## src/rtl/mcpu_pkg.sv

```systemverilog
// Shared definitions for the multi-cycle MCPU: FSM state codes, MIPS opcode/funct
// values, ALU operation codes and datapath mux select encodings.
package mcpu_pkg;

  typedef enum logic [4:0] {
    S_IF  = 5'd0,
    S_ID  = 5'd1,
    S_MA  = 5'd2,
    S_MR  = 5'd3,
    S_LWB = 5'd4,
    S_MW  = 5'd5,
    S_RX  = 5'd6,
    S_RWB = 5'd7,
    S_BEQ = 5'd8,
    S_J   = 5'd9,
    S_IX  = 5'd10,
    S_IWB = 5'd11,
    S_LUI = 5'd12,
    S_BNE = 5'd13,
    S_JR  = 5'd14,
    S_JAL = 5'd15
  } state_t;

  localparam logic [5:0] OP_RTYPE = 6'h00;
  localparam logic [5:0] OP_J     = 6'h02;
  localparam logic [5:0] OP_JAL   = 6'h03;
  localparam logic [5:0] OP_BEQ   = 6'h04;
  localparam logic [5:0] OP_BNE   = 6'h05;
  localparam logic [5:0] OP_ADDI  = 6'h08;
  localparam logic [5:0] OP_SLTI  = 6'h0A;
  localparam logic [5:0] OP_ANDI  = 6'h0C;
  localparam logic [5:0] OP_ORI   = 6'h0D;
  localparam logic [5:0] OP_XORI  = 6'h0E;
  localparam logic [5:0] OP_LUI   = 6'h0F;
  localparam logic [5:0] OP_LW    = 6'h23;
  localparam logic [5:0] OP_SW    = 6'h2B;

  localparam logic [5:0] F_SRL = 6'h02;
  localparam logic [5:0] F_JR  = 6'h08;
  localparam logic [5:0] F_ADD = 6'h20;
  localparam logic [5:0] F_SUB = 6'h22;
  localparam logic [5:0] F_AND = 6'h24;
  localparam logic [5:0] F_OR  = 6'h25;
  localparam logic [5:0] F_XOR = 6'h26;
  localparam logic [5:0] F_NOR = 6'h27;
  localparam logic [5:0] F_SLT = 6'h2A;

  localparam logic [2:0] ALU_AND = 3'b000;
  localparam logic [2:0] ALU_OR  = 3'b001;
  localparam logic [2:0] ALU_ADD = 3'b010;
  localparam logic [2:0] ALU_XOR = 3'b011;
  localparam logic [2:0] ALU_NOR = 3'b100;
  localparam logic [2:0] ALU_SRL = 3'b101;
  localparam logic [2:0] ALU_SUB = 3'b110;
  localparam logic [2:0] ALU_SLT = 3'b111;

  localparam logic [1:0] REGDST_RT = 2'b00;
  localparam logic [1:0] REGDST_RD = 2'b01;
  localparam logic [1:0] REGDST_RA = 2'b10;

  localparam logic [1:0] WB_ALUOUT = 2'b00;
  localparam logic [1:0] WB_MDR    = 2'b01;
  localparam logic [1:0] WB_LUI    = 2'b10;
  localparam logic [1:0] WB_PC     = 2'b11;

  localparam logic [1:0] SRCB_RT     = 2'b00;
  localparam logic [1:0] SRCB_FOUR   = 2'b01;
  localparam logic [1:0] SRCB_IMM    = 2'b10;
  localparam logic [1:0] SRCB_BRANCH = 2'b11;

  localparam logic [1:0] PCSRC_ALU    = 2'b00;
  localparam logic [1:0] PCSRC_ALUOUT = 2'b01;
  localparam logic [1:0] PCSRC_JUMP   = 2'b10;
  localparam logic [1:0] PCSRC_RS     = 2'b11;

  // Decode-state dispatch; unrecognised encodings fall back to fetch as a nop.
  function automatic state_t id_dispatch(input logic [5:0] opcode, input logic [5:0] funct);
    state_t nxt;
    nxt = S_IF;
    case (opcode)
      OP_LW, OP_SW: nxt = S_MA;
      OP_RTYPE: begin
        if (funct inside {F_ADD, F_SUB, F_AND, F_OR, F_XOR, F_NOR, F_SLT, F_SRL}) nxt = S_RX;
        else if (funct == F_JR) nxt = S_JR;
      end
      OP_BEQ: nxt = S_BEQ;
      OP_BNE: nxt = S_BNE;
      OP_J:   nxt = S_J;
      OP_JAL: nxt = S_JAL;
      OP_ADDI, OP_SLTI, OP_ANDI, OP_ORI, OP_XORI: nxt = S_IX;
      OP_LUI: nxt = S_LUI;
      default: nxt = S_IF;
    endcase
    return nxt;
  endfunction

endpackage

```

## src/rtl/alu_dec.sv

```systemverilog
// ALU operation decoder: ADD everywhere except the execute states, where the op
// comes from funct (R-type), opcode (I-type) or is SUB (branch compare).
module alu_dec
  import mcpu_pkg::*;
(
  input  state_t     state_i,
  input  logic [5:0] opcode_i,
  input  logic [5:0] funct_i,
  output logic [2:0] alu_op_o
);

  always_comb begin
    alu_op_o = ALU_ADD;
    case (state_i)
      S_RX: begin
        case (funct_i)
          F_SUB:   alu_op_o = ALU_SUB;
          F_AND:   alu_op_o = ALU_AND;
          F_OR:    alu_op_o = ALU_OR;
          F_XOR:   alu_op_o = ALU_XOR;
          F_NOR:   alu_op_o = ALU_NOR;
          F_SLT:   alu_op_o = ALU_SLT;
          F_SRL:   alu_op_o = ALU_SRL;
          default: alu_op_o = ALU_ADD;
        endcase
      end
      S_BEQ, S_BNE: alu_op_o = ALU_SUB;
      S_IX: begin
        case (opcode_i)
          OP_SLTI: alu_op_o = ALU_SLT;
          OP_ANDI: alu_op_o = ALU_AND;
          OP_ORI:  alu_op_o = ALU_OR;
          OP_XORI: alu_op_o = ALU_XOR;
          default: alu_op_o = ALU_ADD;
        endcase
      end
      default: alu_op_o = ALU_ADD;
    endcase
  end

endmodule

```

## src/rtl/m_ctrl.sv

```systemverilog
// Multi-cycle MIPS control FSM: sequences fetch/decode/execute/memory/write-back
// and Moore-decodes the datapath controls from the current state.
module m_ctrl
  import mcpu_pkg::*;
(
  input  logic        clk,
  input  logic        reset,
  input  logic        zero,
  input  logic        overflow,
  input  logic        MIO_ready,
  input  logic [31:0] Inst_in,
  output logic        MemRead,
  output logic        MemWrite,
  output logic        CPU_MIO,
  output logic        IorD,
  output logic        IRWrite,
  output logic        RegWrite,
  output logic        PCWrite,
  output logic        PCWriteCond,
  output logic        ALUSrcA,
  output logic        Branch,
  output logic [1:0]  RegDst,
  output logic [1:0]  MemtoReg,
  output logic [1:0]  ALUSrcB,
  output logic [1:0]  PCSource,
  output logic [2:0]  ALU_operation,
  output logic [4:0]  state_out
);

  state_t     state_q;
  logic [5:0] opcode;
  logic [5:0] funct;

  assign opcode = Inst_in[31:26];
  assign funct  = Inst_in[5:0];

  // Branch resolution and overflow handling live in the datapath.
  logic unused_inputs;
  assign unused_inputs = ^{zero, overflow, Inst_in[25:6]};

  always_ff @(posedge clk or negedge reset) begin
    if (!reset) begin
      state_q <= S_IF;
    end else begin
      case (state_q)
        S_IF:    if (MIO_ready) state_q <= S_ID;
        S_ID:    state_q <= id_dispatch(opcode, funct);
        S_MA:    state_q <= (opcode == OP_SW) ? S_MW : S_MR;
        S_MR:    if (MIO_ready) state_q <= S_LWB;
        S_MW:    if (MIO_ready) state_q <= S_IF;
        S_RX:    state_q <= S_RWB;
        S_IX:    state_q <= S_IWB;
        default: state_q <= S_IF;
      endcase
    end
  end

  assign state_out = state_q;

  alu_dec u_alu_dec (
    .state_i  (state_q),
    .opcode_i (opcode),
    .funct_i  (funct),
    .alu_op_o (ALU_operation)
  );

  always_comb begin
    MemRead     = 1'b0;
    MemWrite    = 1'b0;
    CPU_MIO     = 1'b0;
    IorD        = 1'b0;
    IRWrite     = 1'b0;
    RegWrite    = 1'b0;
    PCWrite     = 1'b0;
    PCWriteCond = 1'b0;
    ALUSrcA     = 1'b0;
    Branch      = 1'b0;
    RegDst      = REGDST_RT;
    MemtoReg    = WB_ALUOUT;
    ALUSrcB     = SRCB_RT;
    PCSource    = PCSRC_ALU;
    case (state_q)
      S_IF: begin
        // IR and PC+4 only commit on the cycle memory delivers the word.
        MemRead = 1'b1;
        CPU_MIO = 1'b1;
        ALUSrcB = SRCB_FOUR;
        IRWrite = MIO_ready;
        PCWrite = MIO_ready;
      end
      S_ID: ALUSrcB = SRCB_BRANCH;
      S_MA: begin
        ALUSrcA = 1'b1;
        ALUSrcB = SRCB_IMM;
      end
      S_MR: begin
        MemRead = 1'b1;
        CPU_MIO = 1'b1;
        IorD    = 1'b1;
      end
      S_LWB: begin
        RegWrite = 1'b1;
        MemtoReg = WB_MDR;
      end
      S_MW: begin
        MemWrite = 1'b1;
        CPU_MIO  = 1'b1;
        IorD     = 1'b1;
      end
      S_RX: ALUSrcA = 1'b1;
      S_RWB: begin
        RegWrite = 1'b1;
        RegDst   = REGDST_RD;
      end
      S_BEQ, S_BNE: begin
        ALUSrcA     = 1'b1;
        PCWriteCond = 1'b1;
        PCSource    = PCSRC_ALUOUT;
        Branch      = (state_q == S_BEQ);
      end
      S_J: begin
        PCWrite  = 1'b1;
        PCSource = PCSRC_JUMP;
      end
      S_IX: begin
        ALUSrcA = 1'b1;
        ALUSrcB = SRCB_IMM;
      end
      S_IWB: RegWrite = 1'b1;
      S_LUI: begin
        RegWrite = 1'b1;
        MemtoReg = WB_LUI;
      end
      S_JR: begin
        PCWrite  = 1'b1;
        PCSource = PCSRC_RS;
      end
      S_JAL: begin
        PCWrite  = 1'b1;
        PCSource = PCSRC_JUMP;
        RegWrite = 1'b1;
        RegDst   = REGDST_RA;
        MemtoReg = WB_PC;
      end
      default: ;
    endcase
  end

endmodule

```

## config.mk

```make
export PLATFORM = sky130hd
export DESIGN_NAME = m_ctrl
export DESIGN_NICKNAME = d
export VERILOG_FILES = /design/src/rtl/mcpu_pkg.sv /design/src/rtl/alu_dec.sv /design/src/rtl/m_ctrl.sv
export SDC_FILE = /design/constraint.sdc
export NUM_CORES = 1
export LEC_CHECK = 0
export CAP_MARGIN = 25
export CORE_AREA = 4 4 59 61
export CTS_BUF_LIST = sky130_fd_sc_hd__clkbuf_8 sky130_fd_sc_hd__clkbuf_16
export DETAILED_ROUTE_END_ITERATION = 12
export DIE_AREA = 0 0 63 65
export GPL_TIMING_DRIVEN = 0
export PLACE_DENSITY_LB_ADDON = 0.1
export SYNTH_ARGS = -nofsm -noshare
export SYNTH_HDL_FRONTEND = slang
export SYNTH_SLANG_ARGS = --single-unit
```

## constraint.sdc

```tcl
create_clock -name clk -period 1.6 [get_ports clk]
set_input_delay 0.24 -clock clk [delete_from_list [all_inputs] [get_ports clk]]
set_output_delay 0.24 -clock clk [all_outputs]
set_load 0.05 [all_outputs]
```

Word-level counts from Yosys, hierarchy flattened:

Cells that the tools add are included.

* register bits: 5
* latch bits: 0
* bits in writable memories: 0
* ROM bits: 0
* input port bits: 37
* output and inout port bits: 26
* memories kept: 0

* add/subtract/negate cells: 0
* multiply operators: 0
* divide/modulo/power cells: 0
* $lt $le $gt $ge: 0
* eq/ne operators: 39
* shifts and indexed selects: 0
* multiplexer cells: 25
* bitwise gates (word level): 0
* reductions and logical operators: 15

Operator list (number)
* $eq A6 B6 Y1 const B: 9
* $eq A6 B4 Y1 const B: 7
* $eq A5 B4 Y1 const B: 8
* $pmux W5 S7: 1
* $pmux W4 S8: 1
* $pmux W3 S7: 1
* $eq A5 B3 Y1 const B: 4
* $eq A6 B2 Y1 const B: 3
* $pmux W2 S3: 3
* $mux W5: 3
* $reduce_or A5 Y1: 3
* $eq A6 B3 Y1 const B: 2
* $pmux W3 S4: 1
* $reduce_or A2 Y1: 6
* $eq A5 B2 Y1 const B: 2
* $mux W1: 9
* $pmux W3 S3: 1
* $mux W4: 2
* $reduce_bool A8 Y1: 1
* $logic_not A6 Y1: 1
* $ne A2 B2 Y1 const B: 3
* $reduce_or A3 Y1: 2
* $eq A5 B1 Y1 const B: 1
* $logic_not A5 Y1: 1
* 4 further kinds: 4

Logic depth before layout (Yosys ltp):

* word-level depth: 5
* mapped depth: 7
* depth with buffers taken out: 5

Cells and area by module:

A second synthesis with hierarchy kept.

* cells, all modules: 140
* area, all modules: 963.4 µm²

Modules (own cells, without submodules)
* m_ctrl: instances 1, cells an instance 111, area an instance 758.2 µm²
* alu_dec: instances 1, cells an instance 29, area an instance 205.2 µm²

Least setup slack after synthesis:

OpenSTA, ideal clock, no wires.

* path kind: register -> output
* start: register state_q[2], in the netlist state_out[2]
* end: output port PCWrite
* arrival time: 3.249 ns
* data required time: 1.360 ns
* slack: -1.889 ns
* stages on the path, launching flop included: 5
* cell sequence: dfrtp_1 -> buf_6 -> or2_4 -> nor4b_1 -> or2_2

* cells in the longest elaborated chain, start to end: 3
* elaborated cells on any way between the ends: 6

Ends and longest elaborated chain
* start, declared: RTL line m_ctrl.sv:30 `state_t state_q;`
* start signal, assigned: RTL line m_ctrl.sv:47 `S_ID: state_q <= id_dispatch(opcode, funct);`
* start signal, assigned: RTL line m_ctrl.sv:48 `S_MA: state_q <= (opcode == OP_SW) ? S_MW : S_MR;`
* $eq A5 B4 Y1: RTL line m_ctrl.sv:82 `case (state_q)`
* $reduce_or A3 Y1 (no line)
* $pmux W1 S2 (*): RTL line m_ctrl.sv:82
* end, declared: RTL line m_ctrl.sv:18 `output logic PCWrite,`

Mark *: on every way between the ends. The rest lies on a longest branch, timed or not.

Final worst setup path:

* start: register state_q[0], in the netlist state_out[0]
* end: output port ALU_operation[2]

* cells in the longest elaborated chain, start to end: 3
* elaborated cells on any way between the ends: 6

Ends and longest elaborated chain
* $eq A5 B4 Y1: RTL line alu_dec.sv:14 `case (state_i)`
* $reduce_or A2 Y1: RTL line alu_dec.sv:14
* $pmux W3 S3 (*): RTL line alu_dec.sv:14
* end, declared: RTL line m_ctrl.sv:26 `output logic [2:0] ALU_operation,`

Marks and branches as above.

==> results.md <==
* F_max at slightly above 0.5 GHz
* Number of synthesized register bits at 4
* Status: finished with violations
* Dpl hpwl at 2.47 mm
* R2r startpoint: state_out[2]$_DFFE_PN0P_
* Clk slew on worst S/H paths at 40 ps
* Number of max-cap violations at 0
* Cell Area, Synth at 881 um2
* Startpoint Class: flop
* Row cnt at 20
* Synth area leaders: dfrtp_1, nand2b_1, nor2_1, a21oi_1, nand2_1
* Commonest cells post-synth: nor2_1, nand2_1, nand2b_1
* Synth area leader: dfrtp_1
* Seq pwr share at 0.079
* CTS root buffer: clkbuf_8
* Via-per-instance ratio at 5.84
* Final GP Congestion at 0.799
* First-pass GRT wire length at 6.44 mm
* Clock Skew at a little over 5 ps
* Fillers at 195
* Drc violations at 0
* Clock Sinks at 4
* Area growth from synthesis to layout at 145%
* Worst path required time at 1360 ps
* Port buffer count at 39
* Max reg flops at 4
* Count leader, synth: nor2_1
* Remaining global-route overflow at 0
* Post-layout minimum cycle time at 1920 ps
* Final WS setup at -324 ps
* Multi-input logic area at 1090 um2
* Worst hold slack at 224 ps
* Worst Reg-to-Reg Cells at 6
* Critical-path top delay cell: dfrtp_2
* Tightest Hold Check Type: in2async
* R2R Path End: state_out[0]$_DFFE_PN0P_
* Slew Limit Fails at 0
* PwrDens at 901 nW/um2
* Layout cell share with drive strength beyond 1 at 0.585
* DR pass1 iterations at 4
* Largest net degree at the start of global routing at 11
* Max Root-Sink Buffers at 2
* Antenna cells at 0
* Hold Violations, Final at 0
* Delay-heaviest family, CP: simple AND/OR/NAND/NOR gates
* Sw power at 933 uW
* H-tree levels at 1
* CTS tree: yes
* Initial core utilization at 0.296
* DR WL/cell at 18.1 um
* Area of the die at slightly above 4000 um2
* Final Net Count at 250
* Final WL at 4.44 mm
* Remaining antenna violation count at 0
* CP cell instances: nand2b_4 -> or3_4 -> nor2_2 -> nand3_1 -> nand2_2 -> buf_8
* Kind of critical path: reg2out
* Iter 0 DRT Violations at 89
* Part of the cycle the worst path needs at 1.20
* Overall Power at 1940 uW
* Synth cell types at 41
* Util after Layout at 0.724
* Syn nets at 177
* Vias in the first global route at 1422
* Buf/Inv on CP at 1
* Final Instance Area at about 2200 um2
* Critical Path End Type: output pin
* Gate power share at 0.807
* Failing checks: negative setup slack
* Placed Area at 1500 um2
* Via count at approximately 1400
* Switching fraction of total power at 0.480
* Max incr delay on CP at about 460 ps
* Clk pwr share at 0.115
* RSZ-0062 raised after global routing: yes
* Register area at between 100 and 150 um2
* Die H at approximately 65 um
* Initial antenna violation count at 0
* CP max FO at 7
* Power Internal at ~1000 uW
* Worst-Skew Late Latency at between 200 and 250 ps
* WP data arrival at between 1500 and 2000 ps
* R2R setup slack at -290 ps
* Ys async rst share at 1.00
* Inserted Clock Buffers at 3
* TNS Setup at -4270 ps
* Main flop type after synthesis: dfrtp_1
* Peak supply drop at between 400 and 500 uV
* Ys Warns at 0
* Static leakage at 0.000877 uW
* # IOs at 63
* Number of synthesized flops with an enable pin at 0
* Post-synthesis cell count at 140
* Core area at just under 3000 um2
* Average size of a mapped cell at ~6.3 um2
* Seq/Total Area, Yosys at 0.114
* GRT Total Usage at 0.193
* Yosys top cell area share at 0.114
* Final setup vio count at 25
* Die extent in x at ~63 um
metal layers:
layer | vias up | track usage | wire length (um)
met3 | 16 | 0.0295 | 324
met1 | 680 | 0.209 | 1670
li1 | 649 | - | -
met5 | - | 0 | 0
met2 | 86 | 0.372 | 2330
met4 | 0 | 0.0799 | 120
area by class of cell:
cell class                      instances  area share
Multi-Input combinational cell        120       0.506
Timing Repair Buffer                   70       0.329
Buffer                                  9      0.0650
Sequential cell                         4      0.0487
Clock buffer                            3      0.0191
Tap cell                               33      0.0191
Inverter                                5      0.0104
Clock inverter                          1     0.00174
metrics by stage:
step	setup WS (ps)	instances
floorplan	-620	140
global placement	-1110	212
detailed placement	-1170	212
CTS	-333	231
global route	-369	245
finish	-324	245
power by group through the flow:
stage	clock [uW]	combinational (uW)	sequential, uW
2_1_floorplan	0	728	179
6_report	223	1570	153
3_3_place_gp	0	1060	126
5_1_grt	247	1640	155
4_1_cts	226	1300	130
3_5_place_dp	0	1060	127
worst reg2reg max path, cell delays in order, from the launching register on:
cell and delay (ps):
dfrtp_2 480, or2_4 300, buf_6 130, nor3_4 200, nand4bb_1 150, or4_1 450, o221ai_2 80
repair_timing:
item,4_1_cts,5_1_grt
setup buffers,16,17
hold buffers,0,0
gates resized for setup,216,44
setup endpoints to repair,26,25
pin swaps,17,13
worst max path at each step:
stage / startpoint / endpoint / cells after the start
2_1_floorplan: state_out[2]$_DFFE_PN0P_ / PCWrite / 4
3_3_place_gp: Inst_in[1] / ALU_operation[0] / 7
3_5_place_dp: Inst_in[1] / ALU_operation[0] / 7
4_1_cts: state_out[0]$_DFFE_PN0P_ / ALU_operation[2] / 7
5_1_grt: state_out[0]$_DFFE_PN0P_ / ALU_operation[2] / 6
6_report: state_out[0]$_DFFE_PN0P_ / ALU_operation[2] / 6
kinds of logic after synthesis:
family,Yosys count,synth area share
AOI/OAI and AO/OA,40,0.287
xor gates and xnor gates,3,0.0298
buffers and inverters,16,0.0824
DFF,4,0.114
muxes,2,0.0227
other,1,0.00426
and+or+nand+nor,74,0.460
layout by cell type (no fill, tap or decap), types with 3 or more instances in the layout:
| cell | count |
|---|---|
| a21oi_1 | 8 |
| buf_12 | 3 |
| buf_4 | 23 |
| buf_6 | 21 |
| buf_8 | 11 |
| clkbuf_2 | 3 |
| clkbuf_8 | 3 |
| clkdlybuf4s50_1 | 6 |
| dfrtp_2 | 4 |
| dlygate4sd2_1 | 7 |
| inv_1 | 5 |
| nand2_1 | 8 |
| nand2b_1 | 6 |
| nand2b_4 | 6 |
| nand3_1 | 5 |
| nor2_1 | 7 |
| nor2_4 | 9 |
| nor3_4 | 6 |
| o21ai_0 | 6 |
| o22ai_4 | 3 |
| or2_4 | 3 |
No activity file was read; power rests on OpenSTA's default activity.
